**config.mk**
```make
export PLATFORM = sky130hd
export DESIGN_NAME = ps2_host_tx
export DESIGN_NICKNAME = d
export VERILOG_FILES = /design/src/rtl/ps2_pkg.sv /design/src/rtl/ps2_sync_edge.sv /design/src/rtl/ps2_host_tx.sv
export SDC_FILE = /design/constraint.sdc
export NUM_CORES = 1
export LEC_CHECK = 0
export BUFFER_PORTS_ARGS = -buffer_cell sky130_fd_sc_hd__buf_2
export CORE_UTILIZATION = 55
export CTS_CLUSTER_SIZE = 28
export DETAILED_ROUTE_END_ITERATION = 10
export PLACE_DENSITY = 0.75
export RECOVER_POWER = 50
export SYNTH_ARGS = -nofsm -noshare
export SYNTH_HDL_FRONTEND = slang
export SYNTH_SLANG_ARGS = --single-unit
```
**constraint.sdc**
```tcl
create_clock -name CLK_CPU -period 2.7 [get_ports CLK_CPU]
set_clock_uncertainty 0.2 [all_clocks]
set_input_delay 0.54 -clock CLK_CPU [delete_from_list [all_inputs] [get_ports CLK_CPU]]
set_output_delay 0.54 -clock CLK_CPU [all_outputs]
set_load 0.03 [all_outputs]
```
**src/rtl/ps2_pkg.sv**
```systemverilog
// ps2_pkg: PS/2 types, constants and helpers shared by the host transmitter
// (ps2_host_tx) and the keyboard receive path.
package ps2_pkg;

   typedef enum logic [2:0] {
      IDLE,
      INHIBIT,
      RTS,
      SHIFT,
      ACK,
      RECOVER
   } ps2_state_t;

   // Cycles the data line is pulled low under an inhibited clock
   localparam int RTS_CYCLES = 16;

   // Data bits, parity and stop bit; the start bit is presented separately
   localparam int FRAME_LEN  = 10;

   function automatic logic odd_parity(input logic [7:0] d);
      return ~(^d);
   endfunction

endpackage

```
**src/rtl/ps2_sync_edge.sv**
```systemverilog
// ps2_sync_edge: 2-flop synchronizer plus falling-edge detector for a PS/2 pin.
// Ports: CLK_CPU, reset (sync, active-high), pin (raw), level (synced), fall (1-cycle).
module ps2_sync_edge (
   input  logic CLK_CPU,
   input  logic reset,
   input  logic pin,
   output logic level,
   output logic fall
);

   // [0],[1] synchronize; [2] holds the previous synced level.
   // Reset to 1 (idle bus level) so no spurious fall follows reset.
   logic [2:0] sh_q;

   always_ff @(posedge CLK_CPU) begin
      if (reset) begin
         sh_q <= 3'b111;
      end else begin
         sh_q <= {sh_q[1:0], pin};
      end
   end

   assign level = sh_q[1];
   assign fall  = sh_q[2] & ~sh_q[1];

endmodule

```
**src/rtl/ps2_host_tx.sv**
```systemverilog
// ps2_host_tx: host-to-device PS/2 command transmitter (inhibit, RTS, 10-bit
// frame on device clock falls, ACK sample, wait for idle lines).
// Ports: CLK_CPU, reset; tx_valid/tx_data/tx_ready accept side;
// ps2_clk_in/ps2_data_in raw pins; ps2_clk_oe/ps2_data_oe pull-low enables;
// busy, done (1-cycle pulse), err (NACK or timeout, valid with done).
// Build option: define PS2_TX_TIMEOUT_EN to add start and packet timeouts.
module ps2_host_tx
   import ps2_pkg::*;
#(
   parameter int CLK_FREQ_HZ      = 16000000,
   parameter int INHIBIT_US       = 100,
   parameter int START_TIMEOUT_US = 15000,
   parameter int PKT_TIMEOUT_US   = 2000
) (
   input  logic       CLK_CPU,
   input  logic       reset,
   input  logic       tx_valid,
   input  logic [7:0] tx_data,
   output logic       tx_ready,
   input  logic       ps2_clk_in,
   input  logic       ps2_data_in,
   output logic       ps2_clk_oe,
   output logic       ps2_data_oe,
   output logic       busy,
   output logic       done,
   output logic       err
);

   localparam int CYC_PER_US     = CLK_FREQ_HZ / 1000000;
   localparam int INHIBIT_CYCLES = CYC_PER_US * INHIBIT_US;
   localparam int CNT_MAX        = (INHIBIT_CYCLES > RTS_CYCLES) ?
                                   INHIBIT_CYCLES : RTS_CYCLES;
   localparam int CNT_W          = $clog2(CNT_MAX) + 1;

   ps2_state_t           state_q, state_d;
   logic [FRAME_LEN-1:0] frame_q, frame_d;
   logic [3:0]           bit_cnt_q, bit_cnt_d;
   logic [CNT_W-1:0]     cnt_q, cnt_d;
   logic                 nack_q, nack_d;
   logic                 clk_oe_q, clk_oe_d;
   logic                 data_oe_q, data_oe_d;
   logic                 done_q, done_d;
   logic                 err_q, err_d;

   logic clk_sync, clk_fall;
   logic data_sync, data_fall_unused;

`ifdef PS2_TX_TIMEOUT_EN
   localparam int START_CYCLES = CYC_PER_US * START_TIMEOUT_US;
   localparam int PKT_CYCLES   = CYC_PER_US * PKT_TIMEOUT_US;
   localparam int TMO_MAX      = (START_CYCLES > PKT_CYCLES) ?
                                 START_CYCLES : PKT_CYCLES;
   localparam int TMO_W        = $clog2(TMO_MAX) + 1;

   // One counter serves both timeouts: it restarts on leaving RTS
   // (start wait) and again on the first device fall (packet).
   logic [TMO_W-1:0] tmo_q, tmo_d;
   logic             start_exp, pkt_exp, abort;

   assign start_exp = (tmo_q == TMO_W'(START_CYCLES - 1));
   assign pkt_exp   = (tmo_q == TMO_W'(PKT_CYCLES - 1));
`else
   // No timeout hardware in this build; only reset leaves a stuck transfer.
   localparam int TMO_CFG_UNUSED = START_TIMEOUT_US + PKT_TIMEOUT_US;
`endif

   ps2_sync_edge u_clk_sync (
      .CLK_CPU (CLK_CPU),
      .reset   (reset),
      .pin     (ps2_clk_in),
      .level   (clk_sync),
      .fall    (clk_fall)
   );

   ps2_sync_edge u_data_sync (
      .CLK_CPU (CLK_CPU),
      .reset   (reset),
      .pin     (ps2_data_in),
      .level   (data_sync),
      .fall    (data_fall_unused)
   );

   always_comb begin
      state_d   = state_q;
      frame_d   = frame_q;
      bit_cnt_d = bit_cnt_q;
      cnt_d     = cnt_q;
      nack_d    = nack_q;
      clk_oe_d  = clk_oe_q;
      data_oe_d = data_oe_q;
      done_d    = 1'b0;
      err_d     = 1'b0;
`ifdef PS2_TX_TIMEOUT_EN
      tmo_d     = tmo_q + TMO_W'(1);
      abort     = 1'b0;
`endif
      case (state_q)
         IDLE: begin
            clk_oe_d  = 1'b0;
            data_oe_d = 1'b0;
            if (tx_valid) begin
               state_d  = INHIBIT;
               frame_d  = {1'b1, odd_parity(tx_data), tx_data};
               cnt_d    = '0;
               clk_oe_d = 1'b1;
            end
         end
         INHIBIT: begin
            cnt_d = cnt_q + CNT_W'(1);
            if (cnt_q == CNT_W'(INHIBIT_CYCLES - 1)) begin
               state_d   = RTS;
               cnt_d     = '0;
               data_oe_d = 1'b1;
            end
         end
         RTS: begin
            cnt_d = cnt_q + CNT_W'(1);
            if (cnt_q == CNT_W'(RTS_CYCLES - 1)) begin
               // Releasing the clock with data held low is the start bit
               state_d   = SHIFT;
               clk_oe_d  = 1'b0;
               bit_cnt_d = '0;
`ifdef PS2_TX_TIMEOUT_EN
               tmo_d     = '0;
`endif
            end
         end
         SHIFT: begin
            if (clk_fall) begin
               data_oe_d = ~frame_q[0];
               frame_d   = {1'b0, frame_q[FRAME_LEN-1:1]};
               bit_cnt_d = bit_cnt_q + 4'd1;
               if (bit_cnt_q == 4'(FRAME_LEN - 1)) begin
                  state_d = ACK;
               end
`ifdef PS2_TX_TIMEOUT_EN
               if (bit_cnt_q == 4'd0) begin
                  tmo_d = '0;
               end
`endif
            end
`ifdef PS2_TX_TIMEOUT_EN
            else if ((bit_cnt_q == 4'd0) ? start_exp : pkt_exp) begin
               abort = 1'b1;
            end
`endif
         end
         ACK: begin
            if (clk_fall) begin
               nack_d  = data_sync;
               state_d = RECOVER;
            end
`ifdef PS2_TX_TIMEOUT_EN
            else if (pkt_exp) begin
               abort = 1'b1;
            end
`endif
         end
         RECOVER: begin
            if (clk_sync && data_sync) begin
               state_d = IDLE;
               done_d  = 1'b1;
               err_d   = nack_q;
            end
         end
         default: begin
            state_d   = IDLE;
            clk_oe_d  = 1'b0;
            data_oe_d = 1'b0;
         end
      endcase
`ifdef PS2_TX_TIMEOUT_EN
      if (abort) begin
         state_d   = IDLE;
         clk_oe_d  = 1'b0;
         data_oe_d = 1'b0;
         done_d    = 1'b1;
         err_d     = 1'b1;
      end
`endif
   end

   always_ff @(posedge CLK_CPU) begin
      if (reset) begin
         state_q   <= IDLE;
         frame_q   <= '0;
         bit_cnt_q <= '0;
         cnt_q     <= '0;
         nack_q    <= 1'b0;
         clk_oe_q  <= 1'b0;
         data_oe_q <= 1'b0;
         done_q    <= 1'b0;
         err_q     <= 1'b0;
`ifdef PS2_TX_TIMEOUT_EN
         tmo_q     <= '0;
`endif
      end else begin
         state_q   <= state_d;
         frame_q   <= frame_d;
         bit_cnt_q <= bit_cnt_d;
         cnt_q     <= cnt_d;
         nack_q    <= nack_d;
         clk_oe_q  <= clk_oe_d;
         data_oe_q <= data_oe_d;
         done_q    <= done_d;
         err_q     <= err_d;
`ifdef PS2_TX_TIMEOUT_EN
         tmo_q     <= tmo_d;
`endif
      end
   end

   assign tx_ready    = (state_q == IDLE);
   assign busy        = (state_q != IDLE);
   assign ps2_clk_oe  = clk_oe_q;
   assign ps2_data_oe = data_oe_q;
   assign done        = done_q;
   assign err         = err_q;

endmodule
```
======== After elaboration in Yosys (flattened, before gate mapping) ========
Cells that the tools add are included.
cells by class
  add/sub/neg operators ................... 2
  eq/ne operators ......................... 15
  multiplexer cells ....................... 24
  bitwise gates (word level) .............. 8
  reduce and logical (&&, ||, !) cells .... 18
operators by type and width
  operator                 count
  $pmux W12 S3             1
  $mux W12                 2
  $mux W3                  7
  $mux W10                 2
  $pmux W10 S2             1
  $pmux W3 S6              1
  $ne A2 B2 Y1 const B     7
  $add A12 B1 Y12 const B  1
  $eq A12 B11 Y1 const B   1
  $eq A12 B4 Y1 const B    1
  $reduce_and A3 Y1        3
  $mux W4                  2
  $pmux W4 S2              1
  $reduce_xor A8 Y1        1
  $not A1 Y1               7
  $reduce_and A7 Y1        1
  $eq A3 B2 Y1 const B     2
  $eq A3 B3 Y1 const B     2
  $pmux W1 S3              2
  $reduce_and A2 Y1        3
  $reduce_bool A3 Y1       2
  $reduce_or A3 Y1         2
  $mux W1                  5
  $add A4 B1 Y4 const B    1
  other kinds (8)          9
storage, ports and cells
  register bits after elaboration ......... 39
  input bits .............................. 13
  output and inout port bits .............. 6
  logic and storage cells ................. 78

======== Depth between registers and ports, before layout ========
Gate-level depths: netlist of run 1.
  depth after elaboration ................. 4
  gate-level depth with buffers ........... 7
  depth with buffers taken out ............ 6

======== By module ========
A second synthesis of run 1 with hierarchy kept.
unflattened totals
  cells, all modules ...................... 240
  area, all modules ....................... 2065.7 um^2
by module, submodules not included
  module         times used  cells each  area an instance (um^2)  seq. area each (um^2)
  ps2_host_tx    1           226         1895.6                   680.7
  ps2_sync_edge  2           7           85.1                     60.1

======== Worst setup path before layout of run 1 ========
OpenSTA, ideal clock, no wires.
  path kind ............................... register -> output
  start ................................... register state_q[0]
  end ..................................... output busy
  data arrival time ....................... 1.801 ns
  slack ................................... 0.159 ns
  stages on the path, launching flop included .. 5
  cell sequence ........................... dfxtp_1 buf_2 clkbuf_1 nor3_1 inv_1
between the ends
  longest elaborated chain between the ends .. 1
RTL lines
  what                    RTL line            RTL
  start, declared         ps2_host_tx.sv:35   ps2_state_t state_q, state_d;
  start signal, assigned  ps2_host_tx.sv:198  state_q <= state_d;
  $reduce_bool A3 Y1      ps2_host_tx.sv:214  assign busy = (state_q != IDLE);
  end, declared           ps2_host_tx.sv:24   output logic busy,
No other way between the ends.

======== Worst setup path after layout of run 1 ========
  start ................................... register cnt_q[6]
  end ..................................... register cnt_q[3]
between the ends
  longest elaborated chain between the ends .. 3
RTL lines
  what                    RTL line            RTL
  start, declared         ps2_host_tx.sv:38   logic [CNT_W-1:0] cnt_q, cnt_d;
  start signal, assigned  ps2_host_tx.sv:201  cnt_q <= cnt_d;
  $eq A12 B11 Y1          ps2_host_tx.sv:110  if (cnt_q == CNT_W'(INHIBIT_CYCLES - 1)) begin
  $mux W12                ps2_host_tx.sv:110
  $pmux W12 S3            ps2_host_tx.sv:97   case (state_q)
No other way between the ends.
A chain may end at the register's enable or synchronous reset.

==> flow_summary.json, run 1 <==
{
  "path_cells": "or4_1 > o41ai_1 > a31o_2 > nor2_1",
  "synth_fp_nets": 246,
  "ios": 19,
  "met2_usage_pct": 35.7,
  "syn-cell-area_um2": 1940,
  "synth_cells": 230,
  "place_congestion": 0.840,
  "cts_inserted_buffers": 5,
  "insertion_delay_ns": 0.35,
  "wl_per_cell_um": 13.1,
  "drc": 0,
  "ys_warn_count": 0,
  "grt_usage_pct": 22.5,
  "critical_path_class": "reg2reg",
  "rsz0062_at_grt": "no",
  "ir_drop_mv": 0.516,
  "numPlacedInstances": 285,
  "antenna_found_initial": 0,
  "slew_headroom_pct": 21.6,
  "hold_viol": 0,
  "port_buffers": 18,
  "crit_family": "compound AO/OA/AOI/OAI gates",
  "regToRegStartpoint": "cnt_q[6]",
  "area_growth_pct": 7.01,
  "r2r_end": "cnt_q[3]",
  "core_um2": 3360,
  "critPathMaxStageDelay_ns": 0.66,
  "post-route-period-util_pct": 88.8,
  "syn_area_per_cell_um2": 8.45,
  "via_count": 1676,
  "die-area_um2": 3780,
  "met1_usage_pct": 29.0,
  "min_period_ns": 2.40,
  "wirelength_mm": 3.84,
  "critical_path_arrival_ns": 2.44,
  "min_from": "ps2_clk_in",
  "crit_required_ns": 2.74,
  "avgViaCountPerCell": 5.72,
  "power.leakage_nw": 0.749,
  "cp-end-kind": "flop",
  "drtPass1Iterations": 4,
  "nets": 262,
  "cts_resized": 0,
  "layout_commonest_cell": "dfxtp_1",
  "clk_pin_slew_worst_paths_ns": 0.13,
  "cts_buffer_depth": 2,
  "diodes": 0,
  "multiInputGateArea_um2": 1070,
  "hpwlAfterDp_mm": 2.66,
  "slowest_stage": "o41ai_1",
  "holdBufCountCts": 0,
  "max_freq_mhz": 417,
  "stdcell_area_um2": 2080,
  "root_buffer": "clkbuf_4",
  "worst_hold_slack_ns": 0.164,
  "fin_cells": 293,
  "reg2reg_depth": 4,
  "cts.sinks": 39,
  "drive_above_1_share_pct": 13.4,
  "h-tree-depth": 2,
  "cp_max_fo": 11,
  "ant_nets": 0,
  "final_cell_mix": "dfxtp_1, nand2_1, nor2_1",
  "register_area_um2": 781,
  "max_slew.worst_pin.slew_ns": 1.18,
  "crit_buf_inv": 0,
  "whs_path_depth": 2,
  "drt-initial-drc-count": 91,
  "slew_violations": 0,
  "power.density_nw_per_um2": 766,
  "maxCapViolCount": 0,
  "met3_usage_pct": 6.30,
  "hp-class": "in2reg",
  "finalSetupTns_ns": 0,
  "fillCellCount": 345,
  "reg2reg_setup_slack_ns": 0.30,
  "start_util_pct": 57.8,
  "final-setup-viol-count": 0,
  "grt_pass1_vias": 1428,
  "ys_types": 45,
  "cts_tree": "built",
  "ys_seq_area_share_pct": 40.2,
  "power_mw": 1.59,
  "grt_start_max_net_pins": 29,
  "ys_ff_latch": 39,
  "die_h_um": 61.5,
  "overflow": 0,
  "top_usage_layer": "met2",
  "placed_area_um2": 2060,
  "cts_setup_buffers": 0,
  "min_to": "u_clk_sync.sh_q[0]",
  "rows": 21,
  "grt_pass1_wl_mm": 6.22,
  "startpoint_type": "flop",
  "die_w_um": 61.5,
  "status": "completed"
}
==> per-stage QoR <==
step	util [%]	worst slack [ns]
final	61.9	0.303
after global routing	61.9	0.172
after CTS	62.8	0.391
after detailed placement	61.1	0.500
after global placement	61.1	0.489
after floorplan	-	0.159
==> worst reg2reg max path, stage by stage (launching register included) <==
cell and delay, ns:
dfxtp_1 0.38, or4_1 0.56, o41ai_1 0.66, a31o_2 0.41, nor2_1 0.08
==> how the worst max path moves through the flow <==
| stage | from | end | cells after the start |
|---|---|---|---|
| after global placement | state_q[0] | cnt_q[11] | 4 |
| final | cnt_q[6] | cnt_q[3] | 4 |
| after floorplan | state_q[0] | busy | 4 |
| after global routing | state_q[1] | busy | 4 |
| after CTS | state_q[1] | tx_ready | 3 |
| after detailed placement | state_q[0] | cnt_q[11] | 4 |
==> registers in the layout (all words and copies together), names as in the netlist <==
name and flops:
nack_q 1, frame_q 10, done 1, state_q 3, u_clk_sync.sh_q 3, err 1, ps2_data_oe 1, cnt_q 12
bit_cnt_q 4, u_data_sync.sh_q 2, ps2_clk_oe 1
==> per-layer routing <==
layer,vias up,wire length (um)
met5,-,0
met4,0,64
met3,6,116
met2,32,1830
met1,769,1840
li1,869,-
==> cells by family after synthesis <==
family	synth area share, %
fa+ha+maj	1.93
flops	40.2
mux	1.03
compound gates	17.0
buf+inv	4.18
simple gates	29.0
xor+xnor	6.76
==> Yosys cell counts, drive strengths merged <==
library cell / count / share of area [%]
dfxtp: 39 / 40
nand2: 27 / 5.2
nor2: 21 / 4.1
a21oi: 13 / 3.3
nand3: 10 / 2.6
xnor2: 10 / 4.5
a311oi: 9 / 4.1
clkbuf: 8 / 1.5
inv: 6 / 1.2
o21ai: 6 / 1.7
or3: 6 / 1.9
a31o: 5 / 2.3
nor2b: 5 / 1.6
nor3: 5 / 1.3
or2: 5 / 1.6
or4: 5 / 2.3
xor2: 5 / 2.3
buf: 4 / 1.5
o31ai: 4 / 1.5
and3: 3 / 1.0
ha: 3 / 1.9
nand2b: 3 / 0.97
nand3b: 3 / 1.2
nand4: 3 / 0.97
nor4: 3 / 0.97
and2: 2 / 0.64
and4: 2 / 0.90
mux2i: 2 / 1.0
nor3b: 2 / 0.77
o211ai: 2 / 0.77
o41ai: 2 / 1.3
a21boi: 1 / 0.39
a21o: 1 / 0.39
a221oi: 1 / 0.45
a31oi: 1 / 0.32
and3b: 1 / 0.45
o221ai: 1 / 0.45
or4b: 1 / 0.51
==> power breakdown <==
group          leakage (nW)  internal (mW)  switching [mW]
logic                 0.403          0.209           0.334
registers             0.319          0.659          0.0934
clock network        0.0272         0.0994           0.201
==> cell type report <==
type                    instances  area share [%]
clock buffers                   5            1.80
clock inverters                 3           0.962
flip-flops and latches         39            37.5
well taps                      46            2.77
repair buffers                 21            4.57
inverters                       6            1.08
multi-input cells             173            51.3
Note: power is estimated with default switching activity, not from simulation.
==> run 2: changes to the inputs <==
--- a/config.mk
+++ b/config.mk
@@ -6,10 +6,12 @@
 export NUM_CORES = 1
 export LEC_CHECK = 0
 export BUFFER_PORTS_ARGS = -buffer_cell sky130_fd_sc_hd__buf_2
-export CORE_UTILIZATION = 55
+export CELL_PAD_IN_SITES_DETAIL_PLACEMENT = 2
+export CELL_PAD_IN_SITES_GLOBAL_PLACEMENT = 2
+export CORE_UTILIZATION = 35
 export CTS_CLUSTER_SIZE = 28
 export DETAILED_ROUTE_END_ITERATION = 10
-export PLACE_DENSITY = 0.75
+export PLACE_DENSITY_LB_ADDON = 0.1
 export RECOVER_POWER = 50
 export SYNTH_ARGS = -nofsm -noshare
 export SYNTH_HDL_FRONTEND = slang
==> run 2 against run 1 <==
  * Combinational power grew 7.2%
  * Via count grew 5.7%
  * Register-to-register slack gained 0.04 ns
  * Global-route usage shrank 2.6 points
  * Cell area grew 5.1%
  * Critical path type unchanged
  * Critical endpoint is now bit_cnt_q[1]
  * Largest cell class unchanged
==> flow_summary.json, run 2 (synthesized netlist as in run 1, its figures left out) <==
{
  "hold_viol": 0,
  "via_count": 1771,
  "insertion_delay_ns": 0.29,
  "ir_drop_mv": 0.571,
  "place_congestion": 0.715,
  "power_mw": 1.85,
  "area_growth_pct": 12.5,
  "met1Wirelength_mm": 2.37,
  "ios": 19,
  "avgViaCountPerCell": 5.57,
  "maxCapViolCount": 0,
  "fin_cells": 318,
  "routed.top_layer": "met4",
  "startpoint_type": "flop",
  "wirelength_mm": 5.21,
  "rsz0062_at_grt": "no",
  "reg2reg_setup_slack_ns": 0.34,
  "clk_pin_slew_worst_paths_ns": 0.08,
  "dr_wl_met3_um": 123,
  "slew_headroom_pct": 20.1,
  "cts_resized": 0,
  "final_cell_mix": "dfxtp_1, nand2_1, nor2_1",
  "numPlacedInstances": 310,
  "root_buffer": "clkbuf_8",
  "port_buffers": 18,
  "path_cells": "or4_1 > or4_1 > o211ai_1 > a21oi_1",
  "drtPass1Iterations": 4,
  "slowest_stage": "or4_1",
  "grt_usage_pct": 19.9,
  "max_freq_mhz": 424,
  "grt_pass1_vias": 1871,
  "start_util_pct": 37.1,
  "wl_per_cell_um": 16.4,
  "max_slew.worst_pin.slew_ns": 1.20,
  "drc": 0,
  "critical_path_class": "reg2reg",
  "rows": 26,
  "die_h_um": 76.5,
  "slew_violations": 0,
  "critPathMaxStageDelay_ns": 0.65,
  "antenna_found_initial": 0,
  "drt-initial-drc-count": 31,
  "power.density_nw_per_um2": 845,
  "finalSetupTns_ns": 0,
  "crit_top_cell": "or4_1",
  "critical_path_arrival_ns": 2.29,
  "ant_nets": 0,
  "wl_met2_mm": 2.58,
  "die-area_um2": 5860,
  "post-route-period-util_pct": 87.3,
  "nets": 263,
  "top_regs": "cnt_q: 12 flops, frame_q: 10 flops, bit_cnt_q: 4 flops",
  "drive_above_1_share_pct": 14.5,
  "holdBufCountCts": 0,
  "cts_setup_buffers": 0,
  "hp-class": "reg2reg",
  "cts_tree": "built",
  "grt_start_max_net_pins": 28,
  "power.leakage_nw": 0.792,
  "cts_buffer_depth": 2,
  "final-setup-viol-count": 0,
  "h-tree-depth": 2,
  "core_um2": 5240,
  "grt_pass1_wl_mm": 9.18,
  "diodes": 0,
  "overflow": 0,
  "crit_buf_inv": 0,
  "cts_inserted_buffers": 5,
  "hpwlAfterDp_mm": 3.62,
  "crit_family": "simple AND/OR/NAND/NOR gates",
  "cp_max_fo": 5,
  "crit_required_ns": 2.63,
  "layout_commonest_cell": "dfxtp_1",
  "cts.sinks": 39,
  "min_period_ns": 2.36,
  "die_w_um": 76.5,
  "status": "completed",
  "largest_register_ffs": 12,
  "regMostFlops": "cnt_q",
  "cp-end-kind": "flop"
}
run 2: where the power goes:
| part | internal [mW] | switching (mW) |
|---|---|---|
| combinational | 0.216 | 0.366 |
| clock | 0.299 | 0.210 |
| sequential | 0.659 | 0.0988 |
run 2: worst paths after layout:
path | end | startpoint | depth (start not counted)
max | bit_cnt_q[1] | cnt_q[6] | 4
min | u_clk_sync.sh_q[1] | u_clk_sync.sh_q[0] | 1
max reg2reg | bit_cnt_q[1] | cnt_q[6] | 4
min reg2reg | u_clk_sync.sh_q[1] | u_clk_sync.sh_q[0] | 1
run 2: metal layers:
layer | vias up | GRT usage, %
met5 | - | 0
met4 | 0 | 8.08
met3 | 12 | 4.07
met2 | 20 | 34.4
li1 | 861 | -
met1 | 878 | 24.0
run 2: cell type report:
cell class,instances,area (um2)
clock inverter,2,35.0
tap,70,87.6
multi-input combinational,173,1070
clock buffer,6,82.6
timing repair buffer,22,104
inverter,6,22.5
sequential,39,781
fill,633,3050
run 2: stage by stage:
stage	area, um2	setup slack, ns	hold slack (ns)	utilization (%)
3_3_place_gp	2090	0.447	0.191	40.0
4_1_cts	2210	0.377	0.218	42.2
5_1_grt	2190	0.156	0.224	41.8
6_report	2190	0.342	0.220	41.8
3_5_place_dp	2090	0.397	0.205	40.0
2_1_floorplan	1940	0.159	0.189	-
==> run 3: changes to the inputs <==
--- a/config.mk
+++ b/config.mk
@@ -5,10 +5,11 @@
 export SDC_FILE = /design/constraint.sdc
 export NUM_CORES = 1
 export LEC_CHECK = 0
+export ABC_AREA = 1
 export BUFFER_PORTS_ARGS = -buffer_cell sky130_fd_sc_hd__buf_2
 export CELL_PAD_IN_SITES_DETAIL_PLACEMENT = 2
 export CELL_PAD_IN_SITES_GLOBAL_PLACEMENT = 2
-export CORE_UTILIZATION = 35
+export CORE_UTILIZATION = 33
 export CTS_CLUSTER_SIZE = 28
 export DETAILED_ROUTE_END_ITERATION = 10
 export PLACE_DENSITY_LB_ADDON = 0.1
==> run 3 against run 2 <==
  * Synthesized cell count rose by 41%
  * Critical path depth rose by 3
  * Maximum frequency rose by 4.3%
  * Die area is 21% higher
  * Utilization decreased by 4.4 points
  * Sequential share of layout area is 3.1 points lower
  * Non-clock buffer count fell by 4
  * Cell count increased by 31%
  * First-iteration DRC count rose to 2.6 times the previous value
  * Highest routed layer unchanged
==> flow_summary.json, run 3 <==
{
  "finalSetupTns_ns": 0,
  "grt_usage_pct": 17.4,
  "synth_ff_type": "dfxtp_1",
  "final_cell_mix": "nand2_1, inv_1, dfxtp_1",
  "synth_adder_area_share_pct": 1.69,
  "slew_violations": 0,
  "drc": 0,
  "synthArstFlopShare_pct": 0,
  "cts_inserted_buffers": 5,
  "hold_viol": 0,
  "slowest_stage": "dfxtp_1",
  "h-tree-depth": 2,
  "diodes": 0,
  "insertion_delay_ns": 0.29,
  "min_period_ns": 2.26,
  "root_buffer": "clkbuf_8",
  "synth_fp_nets": 340,
  "rsz0062_at_grt": "no",
  "path_cells": "inv_1 > nand3_1 > inv_1 > o21ai_1 > nand3_2 > nand2_4 > nor2_1",
  "cp-end-kind": "flop",
  "power.density_nw_per_um2": 844,
  "multiInputGateArea_um2": 1170,
  "r2r_end": "cnt_q[7]",
  "status": "completed",
  "cp_max_fo": 11,
  "rows": 29,
  "ir_drop_mv": 0.218,
  "crit_family": "simple AND/OR/NAND/NOR gates",
  "cts_setup_buffers": 0,
  "wirelength_mm": 5.57,
  "reg2reg_setup_slack_ns": 0.44,
  "crit_top_cell": "inv_1",
  "overflow": 0,
  "cts_tree": "built",
  "critPathMaxStageDelay_ns": 0.66,
  "cts.sinks": 39,
  "critical_path_arrival_ns": 2.25,
  "fillCellCount": 792,
  "port_buffers": 18,
  "drtPass1Iterations": 4,
  "nets": 356,
  "core_um2": 6420,
  "critical_path_class": "reg2reg",
  "start_util_pct": 34.6,
  "synthTopCellsByCount": "nand2_1, inv_1, dfxtp_1, nor2_1, a21oi_1",
  "clk_pin_slew_worst_paths_ns": 0.08,
  "startpoint_type": "flop",
  "slew_headroom_pct": 54.8,
  "ios": 19,
  "holdBufCountCts": 0,
  "synth_compound_gate_area_share_pct": 11.8,
  "grt_pass1_vias": 2209,
  "register_area_um2": 781,
  "drive_above_1_share_pct": 15.5,
  "syn-cell-area_um2": 2220,
  "max_slew.worst_pin.slew_ns": 0.677,
  "syn_area_per_cell_um2": 6.86,
  "grt_pass1_wl_mm": 9.88,
  "synth.most_common_cell": "nand2_1",
  "antenna_found_initial": 0,
  "synth_top_area_share_pct": 35.1,
  "wl_per_cell_um": 13.3,
  "min_from": "u_clk_sync.sh_q[0]",
  "cts_resized": 0,
  "grt_start_max_net_pins": 21,
  "power_mw": 2.02,
  "avgViaCountPerCell": 4.90,
  "largest_register_ffs": 12,
  "hpwlAfterDp_mm": 4.34,
  "via_count": 2049,
  "top_regs": "cnt_q: 12 flops, frame_q: 10 flops, bit_cnt_q: 4 flops",
  "whs_path_depth": 1,
  "ant_nets": 0,
  "synth-edff-count": 0,
  "die-area_um2": 7070,
  "crit_required_ns": 2.69,
  "regToRegStartpoint": "state_q[2]",
  "reg2reg_depth": 7,
  "ys_warn_count": 0,
  "layout_commonest_cell": "nand2_1",
  "synthMuxAreaShare_pct": 0,
  "die_w_um": 84.1,
  "place_congestion": 0.735,
  "min_to": "u_clk_sync.sh_q[1]",
  "power.leakage_nw": 1.14,
  "ys_types": 35,
  "synth-xor-area-share_pct": 1.97,
  "drt-initial-drc-count": 80,
  "synth_cells": 324,
  "area_growth_pct": 7.82,
  "die_h_um": 84.1,
  "crit_buf_inv": 2,
  "synthTopCellsByArea": "dfxtp_1, nand2_1, inv_1, nor2_1, a21oi_1",
  "post-route-period-util_pct": 83.8,
  "cts_buffer_depth": 2,
  "synthSimpleGateAreaFrac_pct": 37.8,
  "maxCapViolCount": 0,
  "hp-class": "reg2reg",
  "max_freq_mhz": 442,
  "synth_top_family_by_area": "simple AND/OR/NAND/NOR gates",
  "ys_ff_latch": 39,
  "yosys.area.top_type": "dfxtp_1",
  "ys_seq_area_share_pct": 35.1,
  "final-setup-viol-count": 0,
  "regMostFlops": "cnt_q"
}
run 3: cell type report:
class	count	area share (%)
multi-input combinational	227	48.7
sequential	39	32.6
inverter	49	7.67
tap	77	4.02
timing repair buffer	18	3.50
clock buffer	6	3.03
clock inverter	2	0.522
run 3: how the worst max path moves through the flow:
| stage | start | end | slack (ns) | cells after the start |
|---|---|---|---|---|
| floorplan | state_q[2] | tx_ready | 0.83 | 4 |
| global placement | state_q[2] | state_q[2] | 0.75 | 10 |
| detailed placement | state_q[2] | state_q[1] | 0.65 | 10 |
| CTS | state_q[1] | tx_ready | 0.48 | 4 |
| global route | state_q[2] | state_q[2] | 0.22 | 8 |
| finish | state_q[2] | cnt_q[7] | 0.44 | 7 |
run 3: cells by family after synthesis:
kind of cell             Yosys count
XOR/XNOR                           5
AO/OA/AOI/OAI                     47
buffers and inverters             58
AND/OR/NAND/NOR                  172
adder cells (fa/ha/maj)            3
flip-flops                        39
run 3: layer usage:
layer	share of wire, %	vias up	global-route usage (%)
met1	44	983	19.2
li1	-	1046	-
met5	0	-	0
met2	53	15	33.7
met4	1.4	0	5.17
met3	1.4	5	2.97
run 3: where the power goes:
group          total (mW)  internal, mW  switching [mW]
logic               0.835         0.256           0.579
registers           0.793         0.690           0.103
clock network       0.395         0.181           0.214
run 3: worst reg2reg max path: cells and delay by family (launching register included):
family | cells | cell delay (ns)
flip-flops | 1 | 0.66
AND/OR/NAND/NOR | 4 | 0.67
AO/OA/AOI/OAI | 1 | 0.36
buffers and inverters | 2 | 0.26
run 3: per-stage QoR:
stage	setup slack (ns)	area (um2)	instances	util [%]	hold WS [ns]
after detailed placement	0.653	2330	410	36.4	0.206
after floorplan	0.835	2220	324	-	0.189
after CTS	0.478	2420	418	37.7	0.224
after global routing	0.223	2400	418	37.3	0.218
final	0.438	2400	418	37.3	0.222
after global placement	0.746	2330	410	36.4	0.195
